==> src/rtl/fifo_traffic_gen_pkg.sv <==
// Shared definitions for the FIFO traffic generator: pattern mode codes,
// run-state encoding and a small helper for burst period arithmetic.
package fifo_traffic_gen_pkg;

  localparam int MODE_INC  = 0;
  localparam int MODE_LFSR = 1;

  typedef enum logic [1:0] {
    ST_IDLE  = 2'd0,
    ST_RUN   = 2'd1,
    ST_DRAIN = 2'd2,
    ST_DONE  = 2'd3
  } state_t;

  // Length of one on/off burst period in cycles.
  function automatic int phase_period(input int on_cycles, input int off_cycles);
    return on_cycles + off_cycles;
  endfunction

endpackage

==> src/rtl/fifo_pattern_gen.sv <==
// Data pattern source: incrementing counter or Galois LFSR.
// Reloaded with the seed on load, steps once per advance.
module fifo_pattern_gen
  import fifo_traffic_gen_pkg::*;
#(
  parameter int                    DATA_WIDTH = 8,
  parameter int                    MODE       = MODE_INC,
  parameter int                    SEED       = 1,
  parameter logic [DATA_WIDTH-1:0] POLY       = DATA_WIDTH'(8'hB8)
) (
  input  logic                  clock,
  input  logic                  reset,
  input  logic                  load,
  input  logic                  advance,
  output logic [DATA_WIDTH-1:0] value
);

  // An all-zero LFSR state would lock up, so a zero seed starts at 1 instead.
  localparam logic [DATA_WIDTH-1:0] INIT_VAL =
    ((MODE == MODE_LFSR) && (SEED == 0)) ? DATA_WIDTH'(1) : DATA_WIDTH'(SEED);

  logic [DATA_WIDTH-1:0] value_r;
  logic [DATA_WIDTH-1:0] next_s;

  // Next pattern value for the selected mode.
  always_comb begin
    next_s = value_r;
    if (MODE == MODE_LFSR) begin
      next_s = (value_r >> 1) ^ (value_r[0] ? POLY : {DATA_WIDTH{1'b0}});
    end else begin
      next_s = value_r + DATA_WIDTH'(1);
    end
  end

  // Pattern register: seed on reset/load, step on advance.
  always_ff @(posedge clock or posedge reset) begin
    if (reset) begin
      value_r <= INIT_VAL;
    end else if (load) begin
      value_r <= INIT_VAL;
    end else if (advance) begin
      value_r <= next_s;
    end
  end

  assign value = value_r;

endmodule

==> src/rtl/fifo_traffic_gen.sv <==
// FIFO stimulus and self-check engine. Writes NUM_WORDS patterned words in
// on/off bursts honouring full, reads them back in independent bursts
// honouring empty, and compares each returned word with the expected stream.
module fifo_traffic_gen
  import fifo_traffic_gen_pkg::*;
#(
  parameter int                    DATA_WIDTH = 8,
  parameter int                    NUM_WORDS  = 64,
  parameter int                    WR_ON      = 4,
  parameter int                    WR_OFF     = 2,
  parameter int                    RD_ON      = 3,
  parameter int                    RD_OFF     = 3,
  parameter int                    MODE       = MODE_INC,
  parameter int                    SEED       = 1,
  parameter logic [DATA_WIDTH-1:0] POLY       = DATA_WIDTH'(8'hB8),
  parameter int                    RD_LATENCY = 1
) (
  input  logic                  clock,
  input  logic                  reset,
  input  logic                  start,
  input  logic                  full,
  input  logic                  empty,
  input  logic [DATA_WIDTH-1:0] rd_data,
  output logic [DATA_WIDTH-1:0] data,
  output logic                  write_enable,
  output logic                  read_enable,
  output logic                  busy,
  output logic                  done,
  output logic                  error,
  output logic [15:0]           error_count
);

  localparam int CNT_W   = $clog2(NUM_WORDS + 1);
  localparam int WR_PER  = phase_period(WR_ON, WR_OFF);
  localparam int RD_PER  = phase_period(RD_ON, RD_OFF);
  localparam int WR_PH_W = $clog2(WR_PER + 1);
  localparam int RD_PH_W = $clog2(RD_PER + 1);

  localparam logic [CNT_W-1:0]   NUM_WORDS_C = CNT_W'(NUM_WORDS);
  localparam logic [CNT_W-1:0]   LAST_WORD   = CNT_W'(NUM_WORDS - 1);
  localparam logic [WR_PH_W-1:0] WR_ON_C     = WR_PH_W'(WR_ON);
  localparam logic [WR_PH_W-1:0] WR_LAST_PH  = WR_PH_W'(WR_PER - 1);
  localparam logic [RD_PH_W-1:0] RD_ON_C     = RD_PH_W'(RD_ON);
  localparam logic [RD_PH_W-1:0] RD_LAST_PH  = RD_PH_W'(RD_PER - 1);

  state_t                  state_r;
  logic [CNT_W-1:0]        wr_cnt_r;
  logic [CNT_W-1:0]        rd_cnt_r;
  logic [CNT_W-1:0]        chk_cnt_r;
  logic [WR_PH_W-1:0]      wr_ph_r;
  logic [RD_PH_W-1:0]      rd_ph_r;
  logic [RD_LATENCY-1:0]   rd_dly_r;
  logic                    error_r;
  logic [15:0]             err_cnt_r;

  logic                    launch_s;
  logic                    run_s;
  logic                    active_s;
  logic                    wr_en_s;
  logic                    rd_en_s;
  logic                    chk_s;
  logic [DATA_WIDTH-1:0]   wr_val_s;
  logic [DATA_WIDTH-1:0]   exp_val_s;

  assign run_s    = (state_r == ST_RUN);
  assign active_s = (state_r == ST_RUN) || (state_r == ST_DRAIN);
  assign launch_s = start && ((state_r == ST_IDLE) || (state_r == ST_DONE));

  // Strobes are combinational from full/empty so the FIFO flags act the same cycle.
  assign wr_en_s = run_s && (wr_ph_r < WR_ON_C) && !full;
  assign rd_en_s = active_s && (rd_ph_r < RD_ON_C) && !empty && (rd_cnt_r < NUM_WORDS_C);
  assign chk_s   = active_s && rd_dly_r[RD_LATENCY-1];

  fifo_pattern_gen #(
    .DATA_WIDTH (DATA_WIDTH),
    .MODE       (MODE),
    .SEED       (SEED),
    .POLY       (POLY)
  ) u_wr_gen (
    .clock   (clock),
    .reset   (reset),
    .load    (launch_s),
    .advance (wr_en_s),
    .value   (wr_val_s)
  );

  fifo_pattern_gen #(
    .DATA_WIDTH (DATA_WIDTH),
    .MODE       (MODE),
    .SEED       (SEED),
    .POLY       (POLY)
  ) u_chk_gen (
    .clock   (clock),
    .reset   (reset),
    .load    (launch_s),
    .advance (chk_s),
    .value   (exp_val_s)
  );

  // Run sequencing: RUN until all writes land, DRAIN until all reads are checked.
  always_ff @(posedge clock or posedge reset) begin
    if (reset) begin
      state_r <= ST_IDLE;
    end else begin
      case (state_r)
        ST_IDLE, ST_DONE: begin
          if (start) state_r <= ST_RUN;
        end
        ST_RUN: begin
          if (wr_en_s && (wr_cnt_r == LAST_WORD)) state_r <= ST_DRAIN;
        end
        ST_DRAIN: begin
          if (chk_s && (chk_cnt_r == LAST_WORD)) state_r <= ST_DONE;
        end
        default: state_r <= ST_IDLE;
      endcase
    end
  end

  // Words written, reads issued and reads checked in the current run.
  always_ff @(posedge clock or posedge reset) begin
    if (reset) begin
      wr_cnt_r  <= {CNT_W{1'b0}};
      rd_cnt_r  <= {CNT_W{1'b0}};
      chk_cnt_r <= {CNT_W{1'b0}};
    end else if (launch_s) begin
      wr_cnt_r  <= {CNT_W{1'b0}};
      rd_cnt_r  <= {CNT_W{1'b0}};
      chk_cnt_r <= {CNT_W{1'b0}};
    end else begin
      if (wr_en_s) wr_cnt_r  <= wr_cnt_r + CNT_W'(1);
      if (rd_en_s) rd_cnt_r  <= rd_cnt_r + CNT_W'(1);
      if (chk_s)   chk_cnt_r <= chk_cnt_r + CNT_W'(1);
    end
  end

  // Burst phase counters: restart in the on phase at launch, free-run while active.
  always_ff @(posedge clock or posedge reset) begin
    if (reset) begin
      wr_ph_r <= {WR_PH_W{1'b0}};
      rd_ph_r <= {RD_PH_W{1'b0}};
    end else if (launch_s || !active_s) begin
      wr_ph_r <= {WR_PH_W{1'b0}};
      rd_ph_r <= {RD_PH_W{1'b0}};
    end else begin
      wr_ph_r <= (wr_ph_r == WR_LAST_PH) ? {WR_PH_W{1'b0}} : wr_ph_r + WR_PH_W'(1);
      rd_ph_r <= (rd_ph_r == RD_LAST_PH) ? {RD_PH_W{1'b0}} : rd_ph_r + RD_PH_W'(1);
    end
  end

  // Read strobe delayed to line up with the FIFO's read data.
  always_ff @(posedge clock or posedge reset) begin
    if (reset) begin
      rd_dly_r <= {RD_LATENCY{1'b0}};
    end else if (launch_s) begin
      rd_dly_r <= {RD_LATENCY{1'b0}};
    end else begin
      rd_dly_r[0] <= rd_en_s;
      for (int i = 1; i < RD_LATENCY; i++) begin
        rd_dly_r[i] <= rd_dly_r[i-1];
      end
    end
  end

  // Sticky mismatch flag and saturating mismatch count, cleared at launch.
  always_ff @(posedge clock or posedge reset) begin
    if (reset) begin
      error_r   <= 1'b0;
      err_cnt_r <= 16'h0000;
    end else if (launch_s) begin
      error_r   <= 1'b0;
      err_cnt_r <= 16'h0000;
    end else if (chk_s && (rd_data != exp_val_s)) begin
      error_r <= 1'b1;
      if (err_cnt_r != 16'hFFFF) err_cnt_r <= err_cnt_r + 16'd1;
    end
  end

  assign data         = wr_val_s;
  assign write_enable = wr_en_s;
  assign read_enable  = rd_en_s;
  assign busy         = active_s;
  assign done         = (state_r == ST_DONE);
  assign error        = error_r;
  assign error_count  = err_cnt_r;

endmodule

==> config.mk <==
export PLATFORM = sky130hd
export DESIGN_NAME = fifo_traffic_gen
export DESIGN_NICKNAME = d
export VERILOG_FILES = /design/src/rtl/fifo_traffic_gen_pkg.sv /design/src/rtl/fifo_pattern_gen.sv /design/src/rtl/fifo_traffic_gen.sv
export SDC_FILE = /design/constraint.sdc
export NUM_CORES = 1
export LEC_CHECK = 0
export CORE_ASPECT_RATIO = 2
export CORE_MARGIN = 2
export CORE_UTILIZATION = 40
export DETAILED_ROUTE_END_ITERATION = 12
export SYNTH_ARGS = -nofsm -noshare
export SYNTH_HDL_FRONTEND = slang
export SYNTH_SLANG_ARGS = --single-unit
export TNS_END_PERCENT = 30
==> constraint.sdc <==
create_clock -name clock -period 2.6 [get_ports clock]
set_input_delay 0.52 -clock clock [delete_from_list [all_inputs] [get_ports clock]]
set_output_delay 0.52 -clock clock [all_outputs]
set_load 0.02 [all_outputs]
==> summary.txt <==
Status
  – Status: finished clean

Drt
  – Post-route DRC violation count: 0
  – Drt via density: 5.388
  – Post-route ant nets: 0
  – Starting DRT DRC Count: 89
  – DRT Pass-1 Iters: 4
  – Final wirelength: 6.854 mm
  – Wire length per cell: 14.71 um
  – Vias: 2511

Cells and area
  – Fraction of layout cells with a size suffix above 1: 12.43%
  – Multi-input gate area: 1541 sq um
  – Register Area: 1579 sq um
  – Commonest cells after routing, fill and taps aside: dfrtp_1, clkdlybuf4s50_1, nand2_1
  – Most common cell after layout, fill and taps aside: dfrtp_1
  – Net count, final: 388
  – Fillers: 752
  – Area growth syn-to-layout: 28.59%
  – Ant diodes: 0

Global route
  – Gr usage total: 17.61%
  – Largest net degree at the start of global routing: 41
  – Antenna violations before repair: 0
  – Vias in the first global route: 2553
  – Total grt overflow: 0
  – First-pass GRT wire length: 11.66 mm

Synth
  – Fraction of registers with async set/reset: between 90% and 100%
  – Cell area after synthesis: 3182 sq um
  – Synth Register Bits: between 60 and 70
  – Synth unique cells: 52
  – Xor-xnor portion of the synthesized cell area: ~7.2%
  – Post-synth EDFFs: 0
  – Synth Warn #: 0
  – Post-synthesis mux area share: between 4 and 5%
  – Synth Area in Simple Gates: around 22%
  – Part of the Yosys area used for sequential elements: 49.63%
  – Compound-cell area share of the yosys netlist: 11.21%
  – Syn nets: between 300 and 400
  – Syn Inst Count: 312
  – Primary FF master, synth: dfrtp_1
  – Largest family of logic cells by synthesized area: simple AND/OR/NAND/NOR gates
  – Adder-Cell Fraction of Synth Area: 3.932%
  – Post-synthesis area per instance: ~10 sq um

Worst setup path
  – Peak per-stage delay on the critical path: between 0.6 and 0.7 ns
  – Cell count of the worst reg-to-reg path: 7
  – Crit-path slowest cell: clkdlybuf4s50_1
  – Arrival time worst endpoint: 1.96 ns
  – CP cell instances: inv_1, ha_1, buf_4, inv_1, clkdlybuf4s50_1
  – Setup Crit Path Kind: reg -> out
  – Worst Setup Start Kind: flop
  – Type of destination of the critical path: output port
  – Crit path max fanout: 12
  – CP dominant cell by count: inv_1
  – CP required: 2.08 ns

Clocking
  – TritonCTS clock tree: yes
  – Hold-fix buffers at CTS: 0
  – Worst-skew pair later-pin latency: 0.33 ns
  – Post_cts resized: 3
  – Sink Count: 63
  – CTS buffer count: 9
  – Clock Tree Buf Depth: 2
  – Htree depth: 3
  – Clock-pin slew on the worst setup and hold paths: 0.05 ns
  – Post-CTS setup buffers: 0
  – Clock Root Buffer: clkbuf_16

Placement
  – Port Buffers: 41
  – Dpl ws: -0.04593 ns
  – Dpl hpwl: 4.914 mm
  – Gp weighted congestion: about 0.79

Pwr
  – Switching portion of total power: between 30% and 40%
  – Total Power: 3.854 mW
  – NetSw: between 1 and 1.5 mW
  – PD cells: 942.0 nW/um^2
  – Clock power frac: 33.2%
  – Flop pwr share: about 35%
  – Leak: 1.778 nW
  – Max IR drop VDD: 0.0005135 V
  – Cell Int Power: 2.541 mW
  – Comb power frac: 32.2%

STA
  – Max Fclk: 403.9 MHz
  – Slew Limit Fails: 0
  – Post-route minimum period: 2.476 ns
  – Final WS setup: 0.1243 ns
  – RSZ-0062 raised after global routing: false
  – Worst hold slack: 0.4819 ns
  – Final Hold Viols: 0
  – Setup violators final: 0
  – Worst clock skew: 0.004810 ns
  – Period utilisation layout: 95.22%
  – Relative slew slack: 65.68%
  – Worst-Margin Slew: between 0.5 and 0.6 ns

Die
  – Chip Width: 67.07 um
  – Total core area: 7828 sq um
  – Starting density of the core: 40.65%
  – Row count: 46
  – I/O pin count: 42
  – DIE HEIGHT: between 100 and 150 um
  – Die ar.: 8727 sq um

Min path
  – HP Class: reg -> reg
  – Hold path depth: 2

Flow run
  – Max cap viols: 0
flip-flops by register name, indices dropped and copies added (netlist names):
name / count
chk_cnt_r: 7
u_chk_gen.value: 8
u_wr_gen.value: 8
error_count: 16
wr_ph_r: 3
error: 1
rd_ph_r: 3
wr_cnt_r: 7
rd_cnt_r: 7
rd_dly_r: 1
state_r: 2
Yosys cell counts (2+ instances only):
| cell | instances | area, sq um |
|---|---|---|
| and2_1 | 2 | 12.51 |
| nand2b_1 | 2 | 12.51 |
| or4_4 | 2 | 22.52 |
| dfstp_2 | 2 | 52.55 |
| nor2b_1 | 2 | 12.51 |
| o21ai_0 | 10 | 50.05 |
| buf_2 | 5 | 25.02 |
| mux2i_1 | 12 | 120.1 |
| and3_1 | 6 | 37.54 |
| nor4_1 | 2 | 12.51 |
| o21a_1 | 2 | 15.01 |
| or3_1 | 3 | 18.77 |
| o31ai_1 | 5 | 37.54 |
| xor2_1 | 14 | 122.6 |
| and4_1 | 5 | 43.79 |
| or4_1 | 2 | 15.01 |
| xnor2_1 | 12 | 105.1 |
| a22o_1 | 3 | 26.28 |
| inv_1 | 4 | 15.01 |
| dfrtp_1 | 61 | 1526 |
| a21oi_1 | 8 | 40.04 |
| nor2_1 | 33 | 123.9 |
| mux2_2 | 2 | 22.52 |
| ha_1 | 10 | 125.1 |
| nand4_1 | 9 | 56.30 |
| o41ai_1 | 3 | 26.28 |
| nor3_1 | 4 | 20.02 |
| o211ai_1 | 5 | 37.54 |
| nand2_1 | 34 | 127.6 |
| o311ai_0 | 3 | 26.28 |
| clkbuf_1 | 6 | 22.52 |
| nand3_1 | 19 | 95.09 |
path summary, 6_finish.rpt:
path                                         from                             to  slack, ns
max                        state_r[0]$_DFFE_PP0P_                           busy       0.12
min                             error$_DFFE_PP0P_              error$_DFFE_PP0P_       0.48
max reg2reg                state_r[0]$_DFFE_PP0P_     error_count[5]$_DFFE_PP0P_       0.32
min reg2reg                     error$_DFFE_PP0P_              error$_DFFE_PP0P_       0.48
max in group asynchronous                   reset  u_wr_gen.value[0]$_DFFE_PP1P_       1.40
min in group asynchronous                   reset        rd_cnt_r[1]$_DFFE_PP0P_       0.54
area by class of cell:
| class | count | share of cell area, % |
|---|---|---|
| clock inverters | 7 | 2.355 |
| multi-input cells | 233 | 37.68 |
| inverters | 4 | 0.3670 |
| flip-flops and latches | 63 | 38.59 |
| repair buffers | 54 | 12.57 |
| well taps | 96 | 2.936 |
| clock buffers | 9 | 5.505 |
critical path: cells and delay by family, from the launching register on:
| kind | cells | cell delay [ns] |
|---|---|---|
| buffers and inverters | 4 | 0.97 |
| flip-flops | 1 | 0.34 |
| adder cells (fa/ha/maj) | 1 | 0.30 |
logic make-up after synthesis:
logic type | after synthesis
buf+inv | 16
fa+ha+maj | 10
simple gates | 134
compound gates | 49
xor+xnor | 26
flops | 63
mux | 14
power groups by stage:
stage	Clock (mW)	Sequential, mW	Combinational [mW]
floorplan	0	1.36	0.767
global placement	0	1.34	1.24
detailed placement	0	1.35	1.28
CTS	1.31	1.33	1.27
global route	1.36	1.37	1.38
finish	1.28	1.33	1.24
routing by layer:
metal | GRT usage (%) | vias up | share of wire (%)
met5 | 0 | - | 0
met3 | 3.966 | 8 | 3.9
met2 | 29.35 | 42 | 50
met4 | 8.163 | 0 | 1.8
li1 | - | 1227 | -
met1 | 21.18 | 1234 | 44
metrics by stage:
| step | cells | cell area [sq um] | util, % | TNS (ns) |
|---|---|---|---|---|
| after floorplan | 312 | 3182 | - | 0 |
| after global placement | 450 | 3776 | 48.24 | -0.03844 |
| after detailed placement | 450 | 3776 | 48.24 | -0.04593 |
| after CTS | 466 | 4096 | 52.33 | 0 |
| after global routing | 466 | 4091 | 52.27 | 0 |
| final | 466 | 4091 | 52.27 | 0 |
Note: power is estimated with default switching activity, not from simulation.
